--- src/rtl/pipe_ctrl_pkg.sv ---
// Shared encodings for the pipeline hazard/exception controller:
// PC-source select values, exception-entry FSM states and default vectors.
package pipe_ctrl_pkg;

    localparam logic [1:0] PCSEL_SEQ = 2'd0;
    localparam logic [1:0] PCSEL_BR  = 2'd1;
    localparam logic [1:0] PCSEL_JMP = 2'd2;
    localparam logic [1:0] PCSEL_EXC = 2'd3;

    typedef enum logic {
        RUN   = 1'b0,
        ENTRY = 1'b1
    } ctrl_state_e;

    localparam logic [31:0] DEF_ILLOP_VEC = 32'h8000_0004;
    localparam logic [31:0] DEF_XADR_VEC  = 32'h8000_0008;

endpackage

--- src/rtl/pipe_hazard_ctrl_irq_sync.sv ---
// External interrupt front end: 2-flop synchronizer, rising-edge detect on
// the synchronized level, and a pending latch cleared when the interrupt is
// taken. A new edge arriving in the same cycle as the clear keeps it pending.
module irq_sync (
    input  logic clk,
    input  logic reset,
    input  logic irq,
    input  logic take,
    output logic irq_pending
);

    logic sync1_q, sync1_d;
    logic sync2_q, sync2_d;
    logic hist_q, hist_d;
    logic pend_q, pend_d;
    logic rise;

    // Next-state for synchronizer chain, edge history and pending latch.
    always_comb begin
        sync1_d = irq;
        sync2_d = sync1_q;
        hist_d  = sync2_q;
        rise    = sync2_q & ~hist_q;
        pend_d  = rise | (pend_q & ~take);
    end

    // Interrupt state registers; reset discards any pending request.
    always_ff @(posedge clk or posedge reset) begin
        if (reset) begin
            sync1_q <= 1'b0;
            sync2_q <= 1'b0;
            hist_q  <= 1'b0;
            pend_q  <= 1'b0;
        end else begin
            sync1_q <= sync1_d;
            sync2_q <= sync2_d;
            hist_q  <= hist_d;
            pend_q  <= pend_d;
        end
    end

    assign irq_pending = pend_q;

endmodule

--- src/rtl/pipe_hazard_ctrl.sv ---
// Central stall/flush/redirect control for the 5-stage core. One action per
// cycle chosen by fixed priority: taken branch, illegal op, interrupt,
// load-use stall, jump. Exceptions are blocked in user-mode-only fashion
// (kernel PCs never trap) and for one cycle after entry while ID holds a
// bubble.
module pipe_hazard_ctrl
    import pipe_ctrl_pkg::*;
#(
    parameter logic [31:0] ILLOP_VEC = DEF_ILLOP_VEC,
    parameter logic [31:0] XADR_VEC  = DEF_XADR_VEC,
    parameter int          CNT_W     = 16
) (
    input  logic             clk,
    input  logic             reset,
    input  logic [4:0]       id_rs,
    input  logic [4:0]       id_rt,
    input  logic             id_uses_rs,
    input  logic             id_uses_rt,
    input  logic [31:0]      id_pc,
    input  logic             id_jump,
    input  logic             id_illop,
    input  logic             ex_mem_read,
    input  logic [4:0]       ex_rt,
    input  logic             ex_branch_taken,
    input  logic             irq,
    output logic             pc_stall,
    output logic             ifid_stall,
    output logic             ifid_flush,
    output logic             idex_stall,
    output logic             idex_flush,
    output logic             illop,
    output logic             xadr,
    output logic [1:0]       pc_sel,
    output logic [31:0]      exc_vec,
    output logic             epc_we,
    output logic [31:0]      epc,
    output logic [CNT_W-1:0] stall_cnt,
    output logic [CNT_W-1:0] flush_cnt
);

    localparam logic [CNT_W-1:0] CNT_MAX = {CNT_W{1'b1}};
    localparam logic [CNT_W-1:0] CNT_ONE = {{(CNT_W-1){1'b0}}, 1'b1};

    ctrl_state_e      state_q, state_d;
    logic [CNT_W-1:0] stall_cnt_q, stall_cnt_d;
    logic [CNT_W-1:0] flush_cnt_q, flush_cnt_d;
    logic             irq_pending;
    logic             lu;
    logic             elig;

    irq_sync u_irq_sync (
        .clk         (clk),
        .reset       (reset),
        .irq         (irq),
        .take        (xadr),
        .irq_pending (irq_pending)
    );

    // Hazard detection and exception eligibility.
    always_comb begin
        lu   = ex_mem_read && (ex_rt != 5'd0) &&
               ((id_uses_rs && (ex_rt == id_rs)) || (id_uses_rt && (ex_rt == id_rt)));
        elig = (state_q == RUN) && !id_pc[31] && !ex_branch_taken;
    end

    // Priority mux: exactly one front-end action per cycle.
    always_comb begin
        pc_stall   = 1'b0;
        ifid_stall = 1'b0;
        ifid_flush = 1'b0;
        idex_stall = 1'b0;
        idex_flush = 1'b0;
        illop      = 1'b0;
        xadr       = 1'b0;
        pc_sel     = PCSEL_SEQ;
        exc_vec    = 32'd0;
        epc_we     = 1'b0;
        if (ex_branch_taken) begin
            pc_sel     = PCSEL_BR;
            ifid_flush = 1'b1;
            idex_flush = 1'b1;
        end else if (elig && id_illop) begin
            illop      = 1'b1;
            pc_sel     = PCSEL_EXC;
            exc_vec    = ILLOP_VEC;
            ifid_flush = 1'b1;
            epc_we     = 1'b1;
        end else if (elig && irq_pending) begin
            xadr       = 1'b1;
            pc_sel     = PCSEL_EXC;
            exc_vec    = XADR_VEC;
            ifid_flush = 1'b1;
            epc_we     = 1'b1;
        end else if (lu) begin
            pc_stall   = 1'b1;
            ifid_stall = 1'b1;
            idex_stall = 1'b1;
        end else if (id_jump) begin
            pc_sel     = PCSEL_JMP;
            ifid_flush = 1'b1;
        end
    end

    // Exception-entry FSM and saturating event counters, next state.
    always_comb begin
        state_d     = (illop || xadr) ? ENTRY : RUN;
        stall_cnt_d = stall_cnt_q;
        flush_cnt_d = flush_cnt_q;
        if (idex_stall && (stall_cnt_q != CNT_MAX)) begin
            stall_cnt_d = stall_cnt_q + CNT_ONE;
        end
        if (ifid_flush && (flush_cnt_q != CNT_MAX)) begin
            flush_cnt_d = flush_cnt_q + CNT_ONE;
        end
    end

    // FSM state and counter registers.
    always_ff @(posedge clk or posedge reset) begin
        if (reset) begin
            state_q     <= RUN;
            stall_cnt_q <= '0;
            flush_cnt_q <= '0;
        end else begin
            state_q     <= state_d;
            stall_cnt_q <= stall_cnt_d;
            flush_cnt_q <= flush_cnt_d;
        end
    end

    assign epc       = id_pc;
    assign stall_cnt = stall_cnt_q;
    assign flush_cnt = flush_cnt_q;

endmodule

--- config.mk ---
export PLATFORM = sky130hd
export DESIGN_NAME = pipe_hazard_ctrl
export DESIGN_NICKNAME = d
export VERILOG_FILES = /design/src/rtl/pipe_ctrl_pkg.sv /design/src/rtl/pipe_hazard_ctrl_irq_sync.sv /design/src/rtl/pipe_hazard_ctrl.sv
export SDC_FILE = /design/constraint.sdc
export NUM_CORES = 1
export LEC_CHECK = 0
export BUFFER_PORTS_ARGS = -buffer_cell sky130_fd_sc_hd__buf_2
export CORE_ASPECT_RATIO = 0.7
export CORE_MARGIN = 5
export CORE_UTILIZATION = 43
export DETAILED_ROUTE_END_ITERATION = 8
export GPL_TIMING_DRIVEN = 0
export PLACE_DENSITY = 0.81
export SYNTH_ARGS = -nofsm -noshare
export SYNTH_HDL_FRONTEND = slang
export SYNTH_SLANG_ARGS = --single-unit
export TNS_END_PERCENT = 100
--- constraint.sdc ---
create_clock -name clk -period 2.4 [get_ports clk]
set_input_delay 0.36 -clock clk [delete_from_list [all_inputs] [get_ports clk]]
set_output_delay 0.36 -clock clk [all_outputs]
set_load 0.05 [all_outputs]
==> impl_metrics.toml, run 1 <==
[status]
run_status = "finished, final reports clean"

[place]
io_buffers = 101
post-place-ws_ns = -0.119
post-place-cells = 464
place.gp.congestion = 0.873
dp_hpwl_mm = 5.21
dpl-instance-area_mm2 = 0.00327

[die]
die-width_um = 102
dieHeight_um = 74.6
num_rows = 23
dieArea_mm2 = 0.00763
start_util_pct = 44.5
pin_count = 162
fp.coreArea_mm2 = 0.00576

[logic_synthesis]
synth_largest_area_cell = "dfrtp_1"
synth-seq-cells = 37
yosys_warnings = 0
average_instance_area_after_synthesis_um2 = 9.86
postSynthCellCount = 260
synth.top_cells.by_area = "dfrtp_1, buf_4, xnor2_1"
post-synth-top-area-fraction_pct = 36.1
synth.yosys.seq_area_share_pct = 36.1
post_synth_num_cell_types = 40
synth_edf_count = 0
synthArstFlopShare_pct = 100
yosysMostFrequentCell = "buf_4"
netlist_top_cells_count = "buf_4, dfrtp_1, xnor2_1"
synthesis.area_mm2 = 0.00256
synth-main-ff-cell = "dfrtp_1"

[layout]
synthToLayoutAreaGrowth_pct = 33.8
cell_area_after_layout_mm2 = 0.00343
nNetsFinal = 456
layout.area.seq_um2 = 926
num-fill-cells = 513
final_layout_size_suffix_gt1_share_pct = 50.1
diodes = 0
final-instance-count-excl-fill = 474
multi_input_area_mm2 = 0.00119

[worst_setup_path]
worst_r2r_startpoint = "stall_cnt[0]"
worst_setup_path_start_kind = "primary input"
setup.worst_path.end_class = "output port"
register_to_register_path_depth = 7
worst-setup-path-type = "in -> out"
worst-endpoint-required_ns = 2.04
worst-path-max-fanout = 10
setup.reg_to_reg.worst_slack_ns = 0.30
critPathArrivalTime_ns = 1.93
reg_to_reg_end = "stall_cnt[4]"
cp-endpoint = "ifid_stall"
crit_path_start = "ex_rt[1]"

[cts]
cts-buffers-inserted = 5
h-tree-depth = 2
clock-root-buffer = "clkbuf_8"
clkTransAtPathRegs_ns = 0.07
clock_sink_count = 37
max-clock-path-buffers = 2
tritoncts = "yes"
clk_latency_ns = 0.28

[drt]
vias = 2216
drt-total-wl_mm = 6.49
detailedRoute.firstPassIterationCount = 4
first_iter_violations = 125
postRouteAntennaNets = 0
via_per_inst = 4.68
wl_per_cell_um = 13.7
drc = 0

[global_route]
number_of_antenna_violations_at_the_first_check_in_global_routing = 0
pin_count_of_the_biggest_net_entering_global_routing = 38
number_of_global_route_vias_before_repair = 2060
grt_use_total_pct = 16.5
grt_first_pass_wirelength_mm = 10.0
grt_remaining_overflow = 0

[sta]
setup_violations = 0
layout_worst_path_cycle_share_pct = 95.5
hold-worst-slack_ns = 0.188
drv_slew = 0
post-route-worst-setup-slack_ns = 0.108
fin_crit_ns = 2.29
clock.fmax_mhz = 436
rsz0062_at_grt = "false"
worst_slew_margin_rel_pct = 47.0
tightestPinTransition_ns = 0.794
clock-skew-final_ns = 0.00739
final-hold-violation-count = 0

[pwr]
ir_worst_vdd_v = 0.000686
power.internal_mw = 1.45
standby_leakage_power_nw = 1.81
sequentialPowerShare_pct = 32.7
clkPwrFrac_pct = 19.7
total_switching_power_mw = 1.37
pwr-share-comb_pct = 47.6
power_per_cell_area_mw_per_mm2 = 822
netSwitchingFraction_pct = 48.5

[job]
drv_cap = 0

[hold_path]
timing.hold.worst.class = "in -> reg"
## worst min-delay path by stage
stage,depth (start not counted),slack (ns),start,to
finish,1,0.19,irq,u_irq_sync.sync1_q
global placement,0,0.33,u_irq_sync.sync1_q,u_irq_sync.hist_d
CTS,1,0.18,irq,u_irq_sync.sync1_q
floorplan,0,0.33,u_irq_sync.sync1_q,u_irq_sync.hist_d
global route,1,0.17,irq,u_irq_sync.sync1_q
detailed placement,0,0.35,u_irq_sync.sync1_q,u_irq_sync.hist_d
## layout by cell type (no fill, tap or decap), types with 3 or more instances in the layout
master     instances
nor3_1             3
and4_1             3
conb_1            29
dfrtp_1           37
a2111oi_2          3
and3_1             8
nand2_1           11
buf_2            102
inv_1              6
a211oi_1           9
buf_4             73
clkbuf_8           6
nand3_1           14
xnor2_1           26
xor2_1            14
nand4_1           17
## repair_timing
item,in CTS,in global routing
buffers inserted,1,1
hold buffers,0,0
pin swaps,1,1
resized for setup,6,0
setup endpoints to repair,3,3
## metal layers
layer | global-route usage, % | vias up | part of all wire, % | routed length [um]
li1 | - | 1077 | - | -
met1 | 21.7 | 1019 | 39 | 2530
met2 | 28.4 | 113 | 50 | 3230
met3 | 3.56 | 7 | 10 | 678
met4 | 3.06 | 0 | 0.80 | 52
met5 | 0 | - | 0 | 0
## registers in the layout (all words and copies together), names as in the netlist
signal / flops
u_irq_sync.irq_pending: 1
state_q: 1
stall_cnt: 16
u_irq_sync.hist_q: 1
u_irq_sync.hist_d: 1
flush_cnt: 16
u_irq_sync.sync1_q: 1
## critical path, stage by stage
cell and delay (ns):
buf_2 0.13, xnor2_1 0.15, nand4_1 0.18, o22ai_4 0.21, buf_4 0.22, buf_4 0.20
and2_2 0.17, buf_4 0.10, buf_4 0.18
## logic make-up (layout without fill, tap and decap cells)
| kind of cell | count (synthesis) | count (layout) | share of synthesized area, % |
|---|---|---|---|
| and+or+nand+nor | 73 | 73 | 16.7 |
| other | 1 | 29 | 0.146 |
| xor gates and xnor gates | 40 | 40 | 13.7 |
| AOI/OAI and AO/OA | 24 | 24 | 9.03 |
| adders and majority gates | 2 | 2 | 0.976 |
| muxes | 2 | 2 | 0.878 |
| buffers and inverters | 81 | 192 | 22.5 |
| DFF | 37 | 37 | 36.1 |
## power by group through the flow
stage          logic [mW]  clock network, mW  registers (mW)
4_1_cts              1.34              0.576           0.919
6_report             1.34              0.555           0.922
3_3_place_gp         1.32                  0           0.921
5_1_grt              1.42              0.604           0.948
3_5_place_dp         1.34                  0           0.928
2_1_floorplan       0.629                  0            1.34
## area by class of cell
type | instances | share of cell area [%]
Buffer | 74 | 16.2
Clock buffer | 7 | 2.52
Clock inverter | 1 | 0.876
Inverter | 7 | 0.766
Multi-Input combinational cell | 170 | 34.6
Sequential cell | 37 | 27.0
Tap cell | 75 | 2.74
Timing Repair Buffer | 103 | 15.3
## through the flow
stage | power, mW | TNS (ns) | util, %
after detailed placement | 2.26 | -0.259 | 56.9
after global routing | 2.98 | 0 | 59.6
after CTS | 2.84 | 0 | 59.5
after global placement | 2.24 | -0.0994 | 56.9
after floorplan | 1.97 | 0 | -
final | 2.82 | 0 | 59.6
(Power assumes the default switching activity.)
==> inputs of run 2 (changes only) <==
==> constraint.sdc (replaced) <==
create_clock -name clk -period 2.4 [get_ports clk]
set_input_delay 0.36 -clock clk [delete_from_list [all_inputs] [get_ports clk]]
set_output_delay 0.36 -clock clk [all_outputs]
set_load 0.005 [all_outputs]
==> run 2 against run 1 <==
Clock skew decreased by 0.0023 ns. Clock power decreased by 28%. Routed wire length decreased by 2.8%. Largest power group is now sequential cells. Hold slack about the same.
==> impl_metrics.toml, run 2 (synthesis gave the netlist of run 1 again) <==
[status]
run_status = "finished, final reports clean"

[place]
io_buffers = 101
post-place-cells = 464
dp_hpwl_mm = 5.17
place.gp.congestion = 0.892

[sta]
clock-skew-final_ns = 0.00513
rsz0062_at_grt = "false"
fin_crit_ns = 2.25
drv_slew = 0
clock.fmax_mhz = 444
final-hold-violation-count = 0
setup_violations = 0
layout_worst_path_cycle_share_pct = 93.8
finalSetupTns_ns = 0
worst_slew_margin_rel_pct = 48.6
tightestPinTransition_ns = 0.771

[cts]
clock-root-buffer = "clkbuf_8"
cts_hold_repair.buffers = 0
h-tree-depth = 2
cts-buffers-inserted = 5
max-clock-path-buffers = 2
clock_sink_count = 37
clkTransAtPathRegs_ns = 0.07
tritoncts = "yes"
clk_latency_ns = 0.28

[drt]
wl_per_cell_um = 13.4
detailedRoute.firstPassIterationCount = 4
via_per_inst = 4.65
postRouteAntennaNets = 0
drc = 0
first_iter_violations = 76
drt-total-wl_mm = 6.31
vias = 2186

[die]
dieArea_mm2 = 0.00763
pin_count = 162
start_util_pct = 44.5
num_rows = 23
fp.coreArea_mm2 = 0.00576
die-width_um = 102
dieHeight_um = 74.6

[worst_setup_path]
worst_r2r_startpoint = "stall_cnt[0]"
worst-endpoint-required_ns = 2.04
worst-path-max-fanout = 10
crit_path_start = "u_irq_sync.irq_pending"
worst_setup_path_start_kind = "register"
worst-setup-path-type = "reg -> out"
critPathArrivalTime_ns = 1.89
setup.worst_path.end_class = "output port"

[layout]
final_cell_mix = "buf_2, buf_4, dfrtp_1"
nNetsFinal = 454
diodes = 0
synthToLayoutAreaGrowth_pct = 31.2
most_frequent_standard_cell_in_the_layout_excluding_fill_and_tap_cells = "buf_2"
final-instance-count-excl-fill = 470
final_layout_size_suffix_gt1_share_pct = 49.4

[hold_path]
hp-start = "irq"
timing.hold.worst.class = "in -> reg"

[global_route]
grt_use_total_pct = 15.9
number_of_global_route_vias_before_repair = 2038
number_of_antenna_violations_at_the_first_check_in_global_routing = 0
pin_count_of_the_biggest_net_entering_global_routing = 38
grt_remaining_overflow = 0
grt_first_pass_wirelength_mm = 9.74

[pwr]
standby_leakage_power_nw = 1.78
ir_worst_vdd_v = 0.000428
design_power_total_mw = 2.00
power_per_cell_area_mw_per_mm2 = 595

[job]
drv_cap = 0
-- run 2: cell types whose count changed in the layout (fill, tap and decap cells not counted) --
| cell | delta |
|---|---|
| buf_6 | +1 |
| buf_2 | +2 |
| and2_1 | +1 |
| bufinv_16 | -1 |
| clkbuf_8 | -1 |
| nor3b_1 | +1 |
| nor3b_2 | -1 |
| clkbuf_1 | -1 |
| and2_2 | -1 |
| buf_4 | -5 |
| clkinv_2 | +1 |
-- run 2: per-stage QoR --
stage / setup slack, ns / util [%] / hold slack, ns / area, um2
after global routing: 0.0119 / 58.5 / 0.179 / 3360
after detailed placement: 0.0741 / 56.8 / 0.341 / 3270
after CTS: 0.0607 / 58.2 / 0.176 / 3350
after floorplan: 0.469 / - / 0.331 / 2670
final: 0.149 / 58.5 / 0.189 / 3360
after global placement: 0.112 / 56.8 / 0.335 / 3270
-- run 2: area by class of cell --
| type | count | area [um2] |
|---|---|---|
| inverter | 7 | 26.3 |
| tap | 75 | 93.8 |
| clock inverter | 1 | 5.00 |
| sequential | 37 | 926 |
| fill | 531 | 2390 |
| multi-input combinational | 170 | 1180 |
| buffer | 74 | 559 |
| timing repair buffer | 101 | 505 |
| clock buffer | 5 | 68.8 |
-- run 2: repair_timing --
| action | 4_1_cts | 5_1_grt |
|---|---|---|
| setup buffers | 0 | 0 |
| setup endpoints to repair | 2 | 2 |
| pin swaps | 0 | 2 |
| gates resized for setup | 2 | 3 |
-- run 2: final timing paths --
path / to / slack (ns) / depth (start not counted)
hold reg to reg: u_irq_sync.hist_d / 0.35 / 0
max in group asynchronous: u_irq_sync.hist_d / 1.69 / 2
setup / recovery: ifid_stall / 0.15 / 7
hold / removal: u_irq_sync.sync1_q / 0.19 / 1
setup reg to reg: stall_cnt[6] / 0.35 / 7
min in group asynchronous: flush_cnt[7] / 0.22 / 2
-- run 2: report_power, final --
part           switching [mW]  internal, mW  leakage [nW]
Clock                   0.208         0.191        0.0399
Sequential              0.166         0.756         0.461
Combinational           0.336         0.346          1.28
Total                   0.710          1.29          1.78
-- run 2: layer usage --
metal / global-route usage [%] / share of wire, % / up-vias
met5: 0 / 0 / -
met4: 2.47 / 0.21 / 0
met3: 4.22 / 12 / 2
met2: 27.1 / 48 / 101
met1: 20.8 / 39 / 1009
li1: - / - / 1074
-- run 2: critical path: stages (launching register included) --
cell     delay [ns]
dfrtp_1        0.38
or2_1          0.26
a21o_4         0.25
nor2_4         0.17
buf_6          0.17
and2_1         0.18
buf_4          0.11
buf_2          0.10
